### config.mk
export PLATFORM = sky130hd
export DESIGN_NAME = prog_loader
export DESIGN_NICKNAME = d
export VERILOG_FILES = /design/src/rtl/prog_loader_pkg.sv /design/src/rtl/sat_counter.sv /design/src/rtl/prog_loader.sv
export SDC_FILE = /design/constraint.sdc
export NUM_CORES = 1
export LEC_CHECK = 0
export CAP_MARGIN = 20
export CORE_MARGIN = 1.5
export CORE_UTILIZATION = 52
export DETAILED_ROUTE_END_ITERATION = 12
export GPL_TIMING_DRIVEN = 1
export PLACE_DENSITY = 0.85
export SLEW_MARGIN = 20
export SYNTH_ARGS = -nofsm -noshare
export SYNTH_HDL_FRONTEND = slang
export SYNTH_SLANG_ARGS = --single-unit
### constraint.sdc
create_clock -name clk -period 4.3 [get_ports clk]
set_clock_uncertainty 0.1 [all_clocks]
set_input_delay 1.29 -clock clk [delete_from_list [all_inputs] [get_ports clk]]
set_output_delay 1.29 -clock clk [all_outputs]
set_load 0.02 [all_outputs]
### src/rtl/prog_loader_pkg.sv
// Shared types and constants for the program loader harness stage.
// Used by prog_loader (optional watchdog: PROG_LOADER_WDOG_EN).
package prog_loader_pkg;

    localparam int unsigned IW_DEFAULT = 9;

    typedef enum logic [2:0] {
        IDLE,
        LOAD,
        ARM,
        RUN,
        DONE,
        ERR
    } state_t;

    typedef enum logic [1:0] {
        ERR_NONE,
        ERR_OVF,
        ERR_WDOG
    } err_cause_t;

endpackage

### src/rtl/sat_counter.sv
// Saturating up-counter with synchronous clear; clear has priority over enable.
module sat_counter #(
    parameter int unsigned W = 32
) (
    input  logic         clk,
    input  logic         clr,
    input  logic         en,
    output logic [W-1:0] q,
    output logic         at_max
);

    assign at_max = &q;

    always_ff @(posedge clk) begin
        if (clr) begin
            q <= '0;
        end else if (en && !at_max) begin
            q <= q + W'(1);
        end
    end

endmodule

### src/rtl/prog_loader.sv
// Loads a machine-code stream into instruction memory, then runs the core and times it.
// Optional run watchdog enabled by defining PROG_LOADER_WDOG_EN.
module prog_loader
    import prog_loader_pkg::*;
#(
    parameter int unsigned D    = 12,
    parameter int unsigned IW   = IW_DEFAULT,
    parameter int unsigned CW   = 32,
    parameter int unsigned WDOG = 4096
) (
    input  logic          clk,
    input  logic          reset,
    input  logic          ld_valid,
    output logic          ld_ready,
    input  logic [IW-1:0] ld_data,
    input  logic          ld_last,
    input  logic          reload,
    input  logic          req,
    output logic          im_wr_en,
    output logic [D-1:0]  im_wr_addr,
    output logic [IW-1:0] im_wr_data,
    output logic          core_reset,
    input  logic          core_done,
    output logic          busy,
    output logic          done,
    output logic          err,
    output logic [D:0]    prog_len,
    output logic [CW-1:0] cycle_count
);

`ifdef PROG_LOADER_WDOG_EN
    localparam bit WdogOn = 1'b1;
`else
    localparam bit WdogOn = 1'b0;
`endif

    localparam logic [D:0]    PtrMax    = {1'b0, {D{1'b1}}};
    localparam logic [CW-1:0] WdogLimit = CW'(WDOG);

    state_t       state_q, state_d;
    err_cause_t   err_cause_q, err_cause_d;
    logic [D:0]   ptr_q, ptr_d;
    logic         ld_ready_q, ld_ready_d;
    logic         wr_en_q;
    logic [D-1:0] wr_addr_q;
    logic [IW-1:0] wr_data_q;

    logic beat;
    logic cnt_start;
    logic cnt_clr;
    logic cnt_en;
    logic cnt_at_max;
    logic wdog_hit;

    assign beat     = ld_valid && ld_ready_q;
    assign wdog_hit = WdogOn && (cycle_count >= WdogLimit);

    always_comb begin
        state_d     = state_q;
        ptr_d       = ptr_q;
        err_cause_d = err_cause_q;
        cnt_start   = 1'b0;

        case (state_q)
            IDLE, LOAD: begin
                if (beat) begin
                    ptr_d = ptr_q + (D+1)'(1);
                    if (ld_last) begin
                        state_d = ARM;
                    end else if (ptr_q == PtrMax) begin
                        // Last address written without ld_last: memory is full.
                        state_d     = ERR;
                        err_cause_d = ERR_OVF;
                    end else begin
                        state_d = LOAD;
                    end
                end
            end
            ARM: begin
                if (reload) begin
                    state_d = IDLE;
                    ptr_d   = '0;
                end else if (req) begin
                    state_d   = RUN;
                    cnt_start = 1'b1;
                end
            end
            RUN: begin
                if (core_done) begin
                    state_d = DONE;
                end else if (wdog_hit) begin
                    state_d     = ERR;
                    err_cause_d = ERR_WDOG;
                end
            end
            DONE: begin
                if (reload) begin
                    state_d = IDLE;
                    ptr_d   = '0;
                end else if (!req) begin
                    state_d = ARM;
                end
            end
            ERR: begin
                if (reload) begin
                    state_d     = IDLE;
                    ptr_d       = '0;
                    err_cause_d = ERR_NONE;
                end
            end
            default: state_d = IDLE;
        endcase

        ld_ready_d = (state_d == IDLE) || (state_d == LOAD);
    end

    always_ff @(posedge clk) begin
        if (reset) begin
            state_q     <= IDLE;
            err_cause_q <= ERR_NONE;
            ptr_q       <= '0;
            ld_ready_q  <= 1'b0;
            wr_en_q     <= 1'b0;
            wr_addr_q   <= '0;
            wr_data_q   <= '0;
        end else begin
            state_q     <= state_d;
            err_cause_q <= err_cause_d;
            ptr_q       <= ptr_d;
            ld_ready_q  <= ld_ready_d;
            wr_en_q     <= beat;
            if (beat) begin
                wr_addr_q <= ptr_q[D-1:0];
                wr_data_q <= ld_data;
            end
        end
    end

    // The core_done cycle is not counted, so the count reflects completed work cycles.
    assign cnt_clr = reset || cnt_start;
    assign cnt_en  = (state_q == RUN) && !core_done && !cnt_at_max;

    sat_counter #(
        .W (CW)
    ) u_cycle_cnt (
        .clk    (clk),
        .clr    (cnt_clr),
        .en     (cnt_en),
        .q      (cycle_count),
        .at_max (cnt_at_max)
    );

    assign ld_ready   = ld_ready_q;
    assign im_wr_en   = wr_en_q;
    assign im_wr_addr = wr_addr_q;
    assign im_wr_data = wr_data_q;
    assign core_reset = (state_q != RUN);
    assign busy       = (state_q == LOAD) || (state_q == RUN);
    assign done       = (state_q == DONE);
    assign err        = (err_cause_q != ERR_NONE);
    assign prog_len   = ptr_q;

endmodule
# [After elaboration in Yosys (flattened, before gate mapping)]
# Cells that the tools add are included.
[totals] register_bits=73 in_bits=16 output_inout_bits=72
[classes] add_sub_neg=2 n_eq_ne=13 muxes=21 reduce_logical=19
[ops] operator="$add A32 B1 Y32 const B" count=1
[ops] operator="$reduce_and A32 Y1" count=1
[ops] operator="$mux W3" count=9
[ops] operator="$mux W13" count=2
[ops] operator="$pmux W13 S2" count=1
[ops] operator="$pmux W3 S5" count=1
[ops] operator="$add A13 B1 Y13 const B" count=1
[ops] operator="$eq A13 B12 Y1 const B" count=1
[ops] operator="$mux W2" count=4
[ops] operator="$ne A2 B2 Y1 const B" count=4
[ops] operator="$eq A3 B1 Y1 const B" count=2
[ops] operator="$eq A3 B2 Y1 const B" count=2
[ops] operator="$eq A3 B3 Y1 const B" count=2
[ops] operator="$logic_not A3 Y1" count=2
[ops] operator="$reduce_bool A2 Y1" count=3
[ops] operator="$reduce_and A5 Y1" count=1
[ops] operator="$logic_and A1 B1 Y1" count=4
[ops] operator="$pmux W2 S2" count=1
[ops] operator="$logic_or A1 B1 Y1" count=3
[ops] operator="$mux W1" count=3
[ops] operator="$ne A3 B2 Y1 const B" count=1
[ops] operator="$reduce_and A3 Y1" count=1
[ops] operator="$reduce_or A3 Y1" count=1
[ops] operator="$logic_not A1 Y1" count=2
[ops] operator="2 further kinds" count=2

# [Depth between registers and ports, before layout]
[depth] depth_word=7 depth_mapped=9 depth_no_buf=6

# [Cells and area by module]
# Synthesis repeated with hierarchy kept, for this count alone.
[unflattened] cells_unflattened=416 hier_area_um2=3495.9
[by_module_without_submodules] module="sat_counter" instances=1 cells_each=204 area_each_um2=1765.4 seq_area_each_um2=640.6
[by_module_without_submodules] module="prog_loader" instances=1 cells_each=212 area_each_um2=1730.4 seq_area_each_um2=800.8

# [Worst setup path after synthesis]
# Ideal clock, no wire load.
[synth_path] kind="input -> register" startpoint="in core_done" endpoint="reg u_cycle_cnt.q[29]" t_arrival_ps=2485 slack_ps=1647 path_stages=5 n_path_buf=1 cell_sequence="and4bb_2 -> o31ai_4 -> buf_6 -> or4_1 -> a21oi_2"
[synth_between] elab_chain_len=4
[synth_rtl] element="start, declared" line="prog_loader.sv:23" rtl="input logic core_done,"
[synth_rtl] element="$logic_not A1 Y1" line="prog_loader.sv:141" rtl="assign cnt_en = (state_q == RUN) && !core_done && !cnt_at_max;"
[synth_rtl] element="$logic_and A1 B1 Y1 (2 in series)" line="prog_loader.sv:141"
[synth_rtl] element="$logic_and A1 B1 Y1" line="sat_counter.sv:17" rtl="end else if (en && !at_max) begin"
[synth_rtl] element="end signal, assigned" line="sat_counter.sv:18" rtl="q <= q + W'(1);"
[synth_rtl] element="end, declared" line="sat_counter.sv:8" rtl="output logic [W-1:0] q,"
# No other way between the ends.
# A chain may end at the register's enable or synchronous reset.

# [Worst setup path in the final report]
[layout_path] startpoint="reg u_cycle_cnt.q[0]" endpoint="reg u_cycle_cnt.q[18]"
[layout_between] elab_chain_len=4
[layout_rtl] element="parallel branches: the longest is 4 deep, another holds $add A32 B1 Y32"
# Parallel ways; which one is timed is not known.

==> flow_summary_export.csv <==
group,metric,value,unit
clock_network,root_buffer,"clkbuf_8",
layout,layout_common_cells,"clkdlybuf4s50_1 (87), dfxtp_1 (72), nand2_1 (69)",
layout,final_cells,571,
critical_path,end_kind,"flip-flop",
power_and_ir_drop,p_sw,0.000312,W
layout,finalNetCount,507,
grt,grt_pass1_vias,3110,
clock_network,numCtsBuffers,9,
timing,hold_viol_final,0,
power_and_ir_drop,ir_drop,0.272,mV
floorplanning,die_w,83.4,um
clock_network,insertion_delay,0.34,ns
detailed_routing,drt-total-wl,8670,um
synthesis,synthArstFlopShare,0,
synthesis,syn_avg_cell_area,8.15,um^2
synthesis,synth_nets,430,
timing,final_max_slew_viol_count,0,
detailed_routing,dr_total_vias,3375,
critical_path,r2r-end,"u_cycle_cnt.q[18]$_SDFFE_PP0P_",
grt,antenna_found_initial,0,
synthesis,seq_area_frac_synth,0.429,
power_and_ir_drop,pwr-share-seq,0.486,
detailed_routing,wl_met3,608,um
power_and_ir_drop,clkPwrFrac,0.450,
detailed_routing,dr.first_iter.drc_count,289,
power_and_ir_drop,power_frac_comb,0.065,
floorplanning,die_y,83.4,um
hold_path,min_path_type,"flip-flop to flip-flop",
timing,relSlewSlack,0.377,
synthesis,ys_types,49,
critical_path,cp_max_fo,25,
layout,fillers,467,
flow_run,max-cap-violations,0,
floorplanning,ioPinCount,88,
timing,rsz0062_at_grt,"false",
place,dp.cells,555,
clock_network,holdBufCountCts,0,
floorplanning,core,6280,um^2
detailed_routing,wl_met2,4060,um
power_and_ir_drop,pwr_density_cell,316,nW/um^2
timing,worst-slew-pin-transition,0.927,ns
clock_network,htreeDepth,3,
detailed_routing,wl_met1,3850,um
layout,mostFrequentLayoutCell,"clkdlybuf4s50_1",
detailed_routing,drcViolationCount,0,
critical_path,startpoint,"u_cycle_cnt.q[0]$_SDFFE_PP0P_",
detailed_routing,wl_per_cell,15.2,um
floorplanning,dieArea,6950,um^2
critical_path,worst_setup_path_start_kind,"flip-flop",
detailed_routing,viasPerCell,5.91,
grt,grt_pass1_wl,14600,um
timing,final.setup.tns,0,ns
critical_path,reg2reg_from,"u_cycle_cnt.q[0]$_SDFFE_PP0P_",
critical_path,endpoint,"u_cycle_cnt.q[18]$_SDFFE_PP0P_",
clock_network,clk_path_buf_depth,2,
power_and_ir_drop,p_int,0.00110,W
hold_path,hold_start,"im_wr_addr[7]$_SDFFE_PP0N_",
detailed_routing,highest_layer,"met4",
place,routabilityCongestion,0.925,
detailed_routing,first_pass_iters,5,
synthesis,yosys_warnings,0,
critical_path,critPathArrivalTime,3.31,ns
critical_path,r2r_slack,1.12,ns
place,port_buffers,87,
clock_network,cts_tree,"done",
power_and_ir_drop,switching_share,0.221,
synthesis,ys.flop_type,"dfxtp_1",
synthesis,ys_seq_elements,72,
detailed_routing,ant_nets,0,
timing,setup_violations,0,
synthesis,syn_inst,412,
clock_network,path_clk_slew,0.08,ns
clock_network,post_cts_buffers,0,
critical_path,critical_path_class,"flip-flop to flip-flop",
floorplanning,row_count,29,
grt,grt.overflow.total,0,
clock_network,cts_resized,0,
outcome,status,"finished clean",
layout,diodes,0,
synthesis,synth-edff-count,0,
critical_path,worstRegToRegCells,7,
timing,fin_crit_sh,0.740,
grt,grt_use_total,0.252,
layout,fin_util,0.711,
timing,period_minus_slack,3.18,ns
floorplanning,initial_core_util,0.535,
power_and_ir_drop,p_leak,1.43,nW
synthesis,netlist_area,3360,um^2
layout,drive_gt1_frac,0.0567,
clock_network,cts_sinks,72,
place,dp_hpwl,5900,um
layout,area_growth,32.9,%
critical_path,worstPathRequired,4.43,ns
timing,fmax,314,MHz
grt,grt_max_degree,31,
## through the flow
step | setup slack [ns] | hold WS [ns] | instance area, um^2 | total power [W]
floorplan | 1.65 | 0.434 | 3360 | 0.000748
CTS | 1.15 | 0.359 | 4460 | 0.00142
global placement | 0.812 | 0.341 | 4230 | 0.000787
finish | 1.12 | 0.355 | 4460 | 0.00141
detailed placement | 0.797 | 0.349 | 4230 | 0.000790
global route | 0.872 | 0.382 | 4460 | 0.00146
## registers in the layout, summed over array words and instances (netlist names)
name	count
u_cycle_cnt.q	32
prog_len	13
im_wr_addr	12
im_wr_data	9
state_q	3
err_cause_q	1
im_wr_en	1
ld_ready	1
## power by group through the flow
stage / clock network [W] / logic [W] / registers (W)
2_1_floorplan: 0 / 0.0000451 / 0.000703
3_3_place_gp: 0 / 0.0000882 / 0.000699
3_5_place_dp: 0 / 0.0000898 / 0.000700
4_1_cts: 0.000642 / 0.0000909 / 0.000684
5_1_grt: 0.000671 / 0.0000987 / 0.000686
6_report: 0.000634 / 0.0000909 / 0.000685
## critical path: stages (launching register included)
cell     delay, ns
dfxtp_1       0.48
ha_1          0.24
nand4_1       0.16
or4_1         0.68
o31ai_4       0.82
buf_4         0.37
or4_1         0.15
a21oi_1       0.06
## kinds of logic (layout without fill, tap and decap cells)
family          count (synthesis)  in the layout  share of synthesized area
simple gates                  190            190                      0.286
buf+inv                        29            111                     0.0425
compound gates                102            102                      0.190
fa+ha+maj                       2              2                    0.00745
mux                             2              2                    0.00596
flops                          72             72                      0.429
xor+xnor                       15             15                     0.0391
## worst min path at each step
stage | depth (start not counted) | endpoint
after global placement | 2 | im_wr_addr[5]$_SDFFE_PP0N_
after global routing | 2 | im_wr_addr[11]$_SDFFE_PP0N_
after detailed placement | 2 | im_wr_data[1]$_SDFFE_PP0N_
final | 2 | im_wr_addr[7]$_SDFFE_PP0N_
after floorplan | 2 | im_wr_data[0]$_SDFFE_PP0N_
after CTS | 2 | im_wr_data[1]$_SDFFE_PP0N_
## synth_stat cells, types with 8 or more instances
master,count,area (um^2)
a21oi_1,48,240
clkbuf_1,16,60.1
dfxtp_1,72,1440
nand2_1,69,259
nand3_1,12,60.1
nand4_1,12,75.1
nor2_1,35,131
o2111ai_1,8,70.1
o21ai_1,11,55.1
o31ai_1,11,82.6
or3_1,12,75.1
or4_1,13,97.6
xor2_1,9,78.8
## per-layer routing
layer	GRT usage	vias to the layer above
li1	-	1644
met1	0.336	1579
met3	0.0457	16
met5	0	-
met4	0.114	0
met2	0.399	136
## layout make-up
cell class / instances / area (um^2) / area share
clock buffer: 10 / 128 / 0.0286
clock inverter: 6 / 108 / 0.0241
inverter: 4 / 15.0 / 0.00336
multi-input combinational: 311 / 1780 / 0.398
sequential: 72 / 1440 / 0.323
tap: 77 / 96.3 / 0.0216
timing repair buffer: 91 / 901 / 0.202
Power figures use the tool's default switching activity.
